File: src/rtl/npu_dma_pkg.sv
// Shared types and constants for the NPU copy DMA: FSM states, AXI beat
// geometry and the 4 KB boundary helper.
package npu_dma_pkg;

   typedef enum logic [2:0] {
      ST_IDLE,
      ST_RD_ADDR,
      ST_RD_DATA,
      ST_WR_ADDR,
      ST_WR_DATA,
      ST_WR_RESP,
      ST_DONE
   } dma_state_e;

   localparam int          BEAT_BYTES   = 32;
   localparam logic [2:0]  AXI_SIZE_32B = 3'd5;
   localparam logic [12:0] BOUNDARY_4K  = 13'd4096;

   // Beats left before a beat-aligned address reaches the next 4 KB page (1..128).
   function automatic logic [7:0] beats_to_4k(input logic [11:0] page_off);
      logic [12:0] gap;
      gap = BOUNDARY_4K - {1'b0, page_off};
      return gap[12:5];
   endfunction

endpackage

File: src/rtl/npu_dma_beat_buf.sv
// One-burst staging buffer: read beats are written in order, then replayed
// in order on the write channel. Pointers restart at the start of every chunk.
module npu_dma_beat_buf #(
   parameter int  MAX_BURST = 16,
   parameter int  DATA_W    = 256,
   localparam int PTR_W     = (MAX_BURST > 1) ? $clog2(MAX_BURST) : 1
) (
   input  logic              clk,
   input  logic              rst,
   input  logic              clear,
   input  logic              wr_en,
   input  logic [DATA_W-1:0] wr_data,
   input  logic              rd_adv,
   output logic [DATA_W-1:0] rd_data,
   output logic [PTR_W-1:0]  wr_ptr,
   output logic [PTR_W-1:0]  rd_ptr
);

   logic [DATA_W-1:0] mem [MAX_BURST];

   // NOTE: state registers use non-blocking assignments so every flop samples pre-edge values.
   always_ff @(posedge clk or posedge rst) begin
      if (rst) begin
         wr_ptr <= '0;
         rd_ptr <= '0;
      end else if (clear) begin
         wr_ptr <= '0;
         rd_ptr <= '0;
      end else begin
         if (wr_en)  wr_ptr <= wr_ptr + 1'b1;
         if (rd_adv) rd_ptr <= rd_ptr + 1'b1;
      end
   end

   // NOTE: the data array is deliberately not reset; every entry is written before it is read.
   always_ff @(posedge clk) begin
      if (wr_en) mem[wr_ptr] <= wr_data;
   end

   assign rd_data = mem[rd_ptr];

endmodule

File: src/rtl/npu_dma_engine.sv
// Memory-to-memory copy engine: splits a request into 4 KB-safe AXI bursts,
// reading each chunk into a local buffer before writing it out.
module npu_dma_engine
   import npu_dma_pkg::*;
#(
   parameter int MAX_BURST = 16,
   parameter int DATA_W    = 256
) (
   input  logic                clk,
   input  logic                rst,
   input  logic                dma_req_valid,
   output logic                dma_req_ready,
   input  logic [63:0]         dma_req_src,
   input  logic [63:0]         dma_req_dst,
   input  logic [31:0]         dma_req_bytes,
   output logic                dma_resp_done,
   output logic                dma_busy,
   output logic                m_axi_arvalid,
   input  logic                m_axi_arready,
   output logic [63:0]         m_axi_araddr,
   output logic [7:0]          m_axi_arlen,
   output logic [2:0]          m_axi_arsize,
   input  logic                m_axi_rvalid,
   output logic                m_axi_rready,
   input  logic [DATA_W-1:0]   m_axi_rdata,
   input  logic                m_axi_rlast,
   output logic                m_axi_awvalid,
   input  logic                m_axi_awready,
   output logic [63:0]         m_axi_awaddr,
   output logic [7:0]          m_axi_awlen,
   output logic [2:0]          m_axi_awsize,
   output logic                m_axi_wvalid,
   input  logic                m_axi_wready,
   output logic [DATA_W-1:0]   m_axi_wdata,
   output logic [DATA_W/8-1:0] m_axi_wstrb,
   output logic                m_axi_wlast,
   input  logic                m_axi_bvalid,
   output logic                m_axi_bready
);

   localparam int STRB_W = DATA_W / 8;
   localparam int PTR_W  = (MAX_BURST > 1) ? $clog2(MAX_BURST) : 1;

   dma_state_e        state, state_next;
   logic [63:0]       src, dst;
   logic [27:0]       remaining, rem_next, chunk_w;
   logic [4:0]        tail, chunk, chunk_m1;
   logic              rd_last_beat, wr_last_beat, req_last_beat;
   logic [STRB_W-1:0] tail_strb;
   logic              buf_clear, buf_wr_en, buf_rd_adv;
   logic [DATA_W-1:0] buf_rd_data;
   logic [PTR_W-1:0]  buf_wr_ptr, buf_rd_ptr;

   npu_dma_beat_buf #(.MAX_BURST(MAX_BURST), .DATA_W(DATA_W)) u_beat_buf (
      .clk     (clk),
      .rst     (rst),
      .clear   (buf_clear),
      .wr_en   (buf_wr_en),
      .wr_data (m_axi_rdata),
      .rd_adv  (buf_rd_adv),
      .rd_data (buf_rd_data),
      .wr_ptr  (buf_wr_ptr),
      .rd_ptr  (buf_rd_ptr)
   );

   // Chunk is derived from registers that only move in WR_RESP, so it holds for the whole chunk.
   always_comb begin
      chunk_w = remaining;
      if (chunk_w > 28'(MAX_BURST))            chunk_w = 28'(MAX_BURST);
      if (chunk_w > 28'(beats_to_4k(src[11:0]))) chunk_w = 28'(beats_to_4k(src[11:0]));
      if (chunk_w > 28'(beats_to_4k(dst[11:0]))) chunk_w = 28'(beats_to_4k(dst[11:0]));
      chunk    = chunk_w[4:0];
      chunk_m1 = chunk - 5'd1;
      rem_next = remaining - 28'(chunk);
   end

   assign rd_last_beat  = (5'(buf_wr_ptr) == chunk_m1);
   assign wr_last_beat  = (5'(buf_rd_ptr) == chunk_m1);
   assign req_last_beat = wr_last_beat && (remaining == 28'(chunk));
   assign tail_strb     = (STRB_W'(1) << tail) - STRB_W'(1);

   always_ff @(posedge clk or posedge rst) begin
      if (rst) begin
         state     <= ST_IDLE;
         src       <= '0;
         dst       <= '0;
         remaining <= '0;
         tail      <= '0;
      end else begin
         state <= state_next;
         if (state == ST_IDLE && dma_req_valid) begin
            src       <= {dma_req_src[63:5], 5'b0};
            dst       <= {dma_req_dst[63:5], 5'b0};
            remaining <= {1'b0, dma_req_bytes[31:5]} + 28'(|dma_req_bytes[4:0]);
            tail      <= dma_req_bytes[4:0];
         end else if (state == ST_WR_RESP && m_axi_bvalid) begin
            src       <= src + {54'b0, chunk, 5'b0};
            dst       <= dst + {54'b0, chunk, 5'b0};
            remaining <= rem_next;
         end
      end
   end

   // NOTE: every output is given a default first so no path through the case infers a latch.
   always_comb begin
      state_next    = state;
      dma_req_ready = 1'b0;
      dma_resp_done = 1'b0;
      dma_busy      = (state != ST_IDLE);
      m_axi_arvalid = 1'b0;
      m_axi_araddr  = '0;
      m_axi_arlen   = '0;
      m_axi_arsize  = '0;
      m_axi_rready  = 1'b0;
      m_axi_awvalid = 1'b0;
      m_axi_awaddr  = '0;
      m_axi_awlen   = '0;
      m_axi_awsize  = '0;
      m_axi_wvalid  = 1'b0;
      m_axi_wdata   = '0;
      m_axi_wstrb   = '0;
      m_axi_wlast   = 1'b0;
      m_axi_bready  = 1'b0;
      buf_clear     = 1'b0;
      buf_wr_en     = 1'b0;
      buf_rd_adv    = 1'b0;
      case (state)
         ST_IDLE: begin
            dma_req_ready = 1'b1;
            if (dma_req_valid) state_next = (dma_req_bytes == '0) ? ST_DONE : ST_RD_ADDR;
         end
         ST_RD_ADDR: begin
            buf_clear     = 1'b1;
            m_axi_arvalid = 1'b1;
            m_axi_araddr  = src;
            m_axi_arlen   = {3'b0, chunk_m1};
            m_axi_arsize  = AXI_SIZE_32B;
            if (m_axi_arready) state_next = ST_RD_DATA;
         end
         ST_RD_DATA: begin
            m_axi_rready = 1'b1;
            buf_wr_en    = m_axi_rvalid;
            if (m_axi_rvalid && (m_axi_rlast || rd_last_beat)) state_next = ST_WR_ADDR;
         end
         ST_WR_ADDR: begin
            m_axi_awvalid = 1'b1;
            m_axi_awaddr  = dst;
            m_axi_awlen   = {3'b0, chunk_m1};
            m_axi_awsize  = AXI_SIZE_32B;
            if (m_axi_awready) state_next = ST_WR_DATA;
         end
         ST_WR_DATA: begin
            m_axi_wvalid = 1'b1;
            m_axi_wdata  = buf_rd_data;
            m_axi_wlast  = wr_last_beat;
            m_axi_wstrb  = (req_last_beat && tail != '0) ? tail_strb : '1;
            buf_rd_adv   = m_axi_wready;
            if (m_axi_wready && wr_last_beat) state_next = ST_WR_RESP;
         end
         ST_WR_RESP: begin
            m_axi_bready = 1'b1;
            if (m_axi_bvalid) state_next = (rem_next != '0) ? ST_RD_ADDR : ST_DONE;
         end
         ST_DONE: begin
            dma_resp_done = 1'b1;
            state_next    = ST_IDLE;
         end
         default: state_next = ST_IDLE;
      endcase
   end

endmodule

File: config.mk
export PLATFORM = sky130hd
export DESIGN_NAME = npu_dma_engine
export DESIGN_NICKNAME = d
export VERILOG_FILES = /design/src/rtl/npu_dma_pkg.sv /design/src/rtl/npu_dma_beat_buf.sv /design/src/rtl/npu_dma_engine.sv
export SDC_FILE = /design/constraint.sdc
export NUM_CORES = 2
export LEC_CHECK = 0
export CORE_MARGIN = 4
export CORE_UTILIZATION = 40
export CTS_CLUSTER_DIAMETER = 50
export CTS_CLUSTER_SIZE = 24
export DETAILED_ROUTE_END_ITERATION = 16
export GPL_TIMING_DRIVEN = 0
export SETUP_SLACK_MARGIN = 0.4
export SYNTH_ARGS = -nofsm -noshare
export SYNTH_HDL_FRONTEND = slang
export SYNTH_HIERARCHICAL = 1
export SYNTH_SLANG_ARGS = --single-unit
File: constraint.sdc
create_clock -name clk -period 7.5 [get_ports clk]
set_input_delay 1.5 -clock clk [delete_from_list [all_inputs] [get_ports clk]]
set_output_delay 1.5 -clock clk [all_outputs]
set_load 0.02 [all_outputs]
==> results_dict.tcl <==
set metrics [dict create \
    syn_inst 8547 \
    r2r-start "remaining[16]" \
    arrival_ps 6730 \
    violations "max-capacitance violations, max-slew violations, negative setup slack" \
    fmax_mhz 121 \
    dieArea_um2 432000 \
    worstSetupPathType "reg -> out" \
    synth_edf_count 4096 \
    worst_pin_slew_ps 1510 \
    grt_max_degree 122 \
    grt_use_total_pct 24.0 \
    first_global_vias 93900 \
    vias 93100 \
    cts_max_path_buffers 4 \
    seq_area_um2 127000 \
    max_slew_margin_pct -0.593 \
    detail_route.wl_per_cell_um 33.2 \
    r2r_slack_ps 580 \
    ios 872 \
    synth_seq_cells 4258 \
    period_share_pct 110 \
    startpoint_type "flip-flop" \
    dp.cells 15000 \
    cp_max_fo 10 \
    drt-pass1-iter-count 5 \
    yosys.area.top_type "edfxtp_1" \
    numCtsBuffers 424 \
    ys_warn_count 6 \
    rows 238 \
    p_per_area_nw_per_um2 322 \
    slowest_stage "dfrtp_1" \
    drt-initial-drc-count 10200 \
    post-route-drc-count 0 \
    clk_latency_ps 1020 \
    nFillCells 34400 \
    ir_drop_mv 0.286 \
    rsz0062_at_grt "true" \
    p_leak_nw 65.2 \
    crit_start "remaining[16]" \
    fin_skew_ps 87.5 \
    cts_root_buffer "clkbuf_16" \
    crit_path_end "m_axi_wstrb[2]" \
    maxSlewViolCount 16 \
    start_util_pct 40.1 \
    cts_hold_buf 0 \
    synth_cell_types 75 \
    hold_violations 0 \
    clk_pin_slew_worst_paths_ps 50 \
    wirelength_met1_um 204000 \
    min_path_type "reg -> reg" \
    synth_top_area_share_pct 73.0 \
    setup_viol 35 \
    cts_sinks 4258 \
    required_ps 6000 \
    synth_flop_cell "edfxtp_1" \
    place_hpwl_um 352000 \
    path_depth 28 \
    drt-total-wl_um 530000 \
    grt.overflow.total 0 \
    ant_nets 0 \
    max_stage_delay_ps 370 \
    syn_avg_cell_area_um2 19.7 \
    antenna_found_initial 170 \
    fin_crit_ps 8230 \
    fp.dieW_um 657 \
    routed-wl-met3_um 42200 \
    io_buffers 843 \
    die_y_um 657 \
    ys_seq_area_share_pct 75.4 \
    ff2ff_path_depth 33 \
    netlist_area_um2 168000 \
    grt_pass1_wl_um 733000 \
    crit_top_cell "buf_6" \
    synth_area_leaders "edfxtp_1, mux4_2, dfrtp_1" \
    crit_buf_inv 8 \
    fin_nets 10500 \
    multi_input_area_um2 39600 \
    area_delta_synth_final_pct 20.9 \
    wl_met2_um 262000 \
    cts-htree-levels 5 \
    async_flop_share_pct 3.80 \
    core-area_um2 420000 \
    r2r-end "state[2]" \
    setup_slack_ps -734 \
    critPathTopFamily "simple AND/OR/NAND/NOR gates" \
    drive_gt1_share_pct 22.8 \
    utilization_pct 48.5 \
    status "complete, but fails checks" \
    via_per_inst 5.84 \
    end_kind "primary output" \
    gp_congestion 0.855 \
    cts_tree "yes" \
    drv_cap 3 \
    top_layer "met5" \
    stdcell_count 16000 \
]
==> synth_stat cells, types with 104 or more instances <==
master    number
a22oi_1      362
and2_1       132
and3_1       287
buf_2        112
buf_4        104
clkbuf_1     291
dfrtp_1      162
edfxtp_1    4096
mux2_2       168
mux2i_1      224
mux4_2       832
nand2_1      419
nor2_1       129
o21ai_0      135
==> kinds of logic (layout without fill, tap and decap cells) <==
family	Yosys count	count (layout)	share of synthesized area, %
flip-flops	4258	4258	75.4
AND/OR/NAND/NOR	1231	1231	3.73
multiplexers	1225	1225	13.6
AO/OA/AOI/OAI	1025	1025	4.36
buffers and inverters	606	2410	1.73
XOR/XNOR	154	154	0.817
adder cells (fa/ha/maj)	47	47	0.362
other	1	82	0.00223
==> sequential cells by signal, indices dropped and copies added (netlist names) <==
register           count
dst                   59
remaining             28
src                   59
state                  3
tail                   5
u_beat_buf/mem      4096
u_beat_buf/rd_ptr      4
u_beat_buf/wr_ptr      4
==> power breakdown <==
| group | leakage (nW) | internal [W] | switching (W) |
|---|---|---|---|
| sequential | 38.8 | 0.0268 | 0.000615 |
| clock | 7.11 | 0.0120 | 0.0101 |
| combinational | 19.3 | 0.00689 | 0.00915 |
| total | 65.2 | 0.0457 | 0.0199 |
==> placed cells by master, fill, tap and decap left out, drive strengths merged, types with 93 or more instances in the layout <==
cell	synthesis	routed
edfxtp	4096	4096
mux4	832	832
clkdlybuf4s50	0	801
clkbuf	291	739
buf	259	469
nand2	420	420
a22oi	363	363
and3	287	287
mux2i	225	225
mux2	168	168
dfrtp	162	162
clkinv	0	162
inv	56	160
o21ai	139	139
and2	132	132
nor2	130	130
a21o	93	93
==> tightest hold or removal path, stage by stage, from the launching register on <==
cell     delay (ps)
dfrtp_1         360
nand2_1          60
nand2_1          60
==> worst min-delay path by stage <==
| stage | start | end | slack, ps | cells after the start |
|---|---|---|---|---|
| floorplan | dst[50] | dst[50] | 450 | 1 |
| global placement | src[63] | src[63] | 510 | 2 |
| detailed placement | src[63] | src[63] | 490 | 2 |
| CTS | src[63] | src[63] | 510 | 2 |
| global route | src[63] | src[63] | 540 | 2 |
| finish | src[63] | src[63] | 510 | 2 |
==> timing repair <==
action	in CTS	in global routing
buffers inserted	33	20
gates resized for setup	376	89
endpoints found under the hold margin	0	0
endpoints found under the setup margin	252	85
gates cloned	3	0
pin swaps	34	35
==> layer usage <==
metal	vias up	global-route usage (%)
li1	38300	-
met1	49600	31.0
met2	4201	40.0
met3	974	5.00
met4	74	9.10
met5	-	0
==> metrics by stage <==
step | hold slack [ps] | power [W] | instance area (µm²) | worst slack (ps) | TNS [ps]
CTS | 508 | 0.0654 | 203000 | -618 | -18590
finish | 510 | 0.0656 | 204000 | -734 | -22570
floorplan | 453 | 0.0365 | 169000 | -1070 | -2708050
global route | 543 | 0.0681 | 204000 | -891 | -28730
global placement | 507 | 0.0421 | 184000 | -9890 | -
detailed placement | 494 | 0.0423 | 187000 | -1740 | -74150
==> area by class of cell <==
cell class,instances,area share [%]
Sequential cell,4258,62.4
Multi-Input combinational cell,3703,19.4
Timing Repair Buffer,1012,5.86
Clock buffer,449,5.31
Tap cell,5520,3.39
Clock inverter,343,2.02
Buffer,550,1.40
Inverter,56,0.108
Antenna cell,61,0.0750
(Power assumes the default switching activity.)
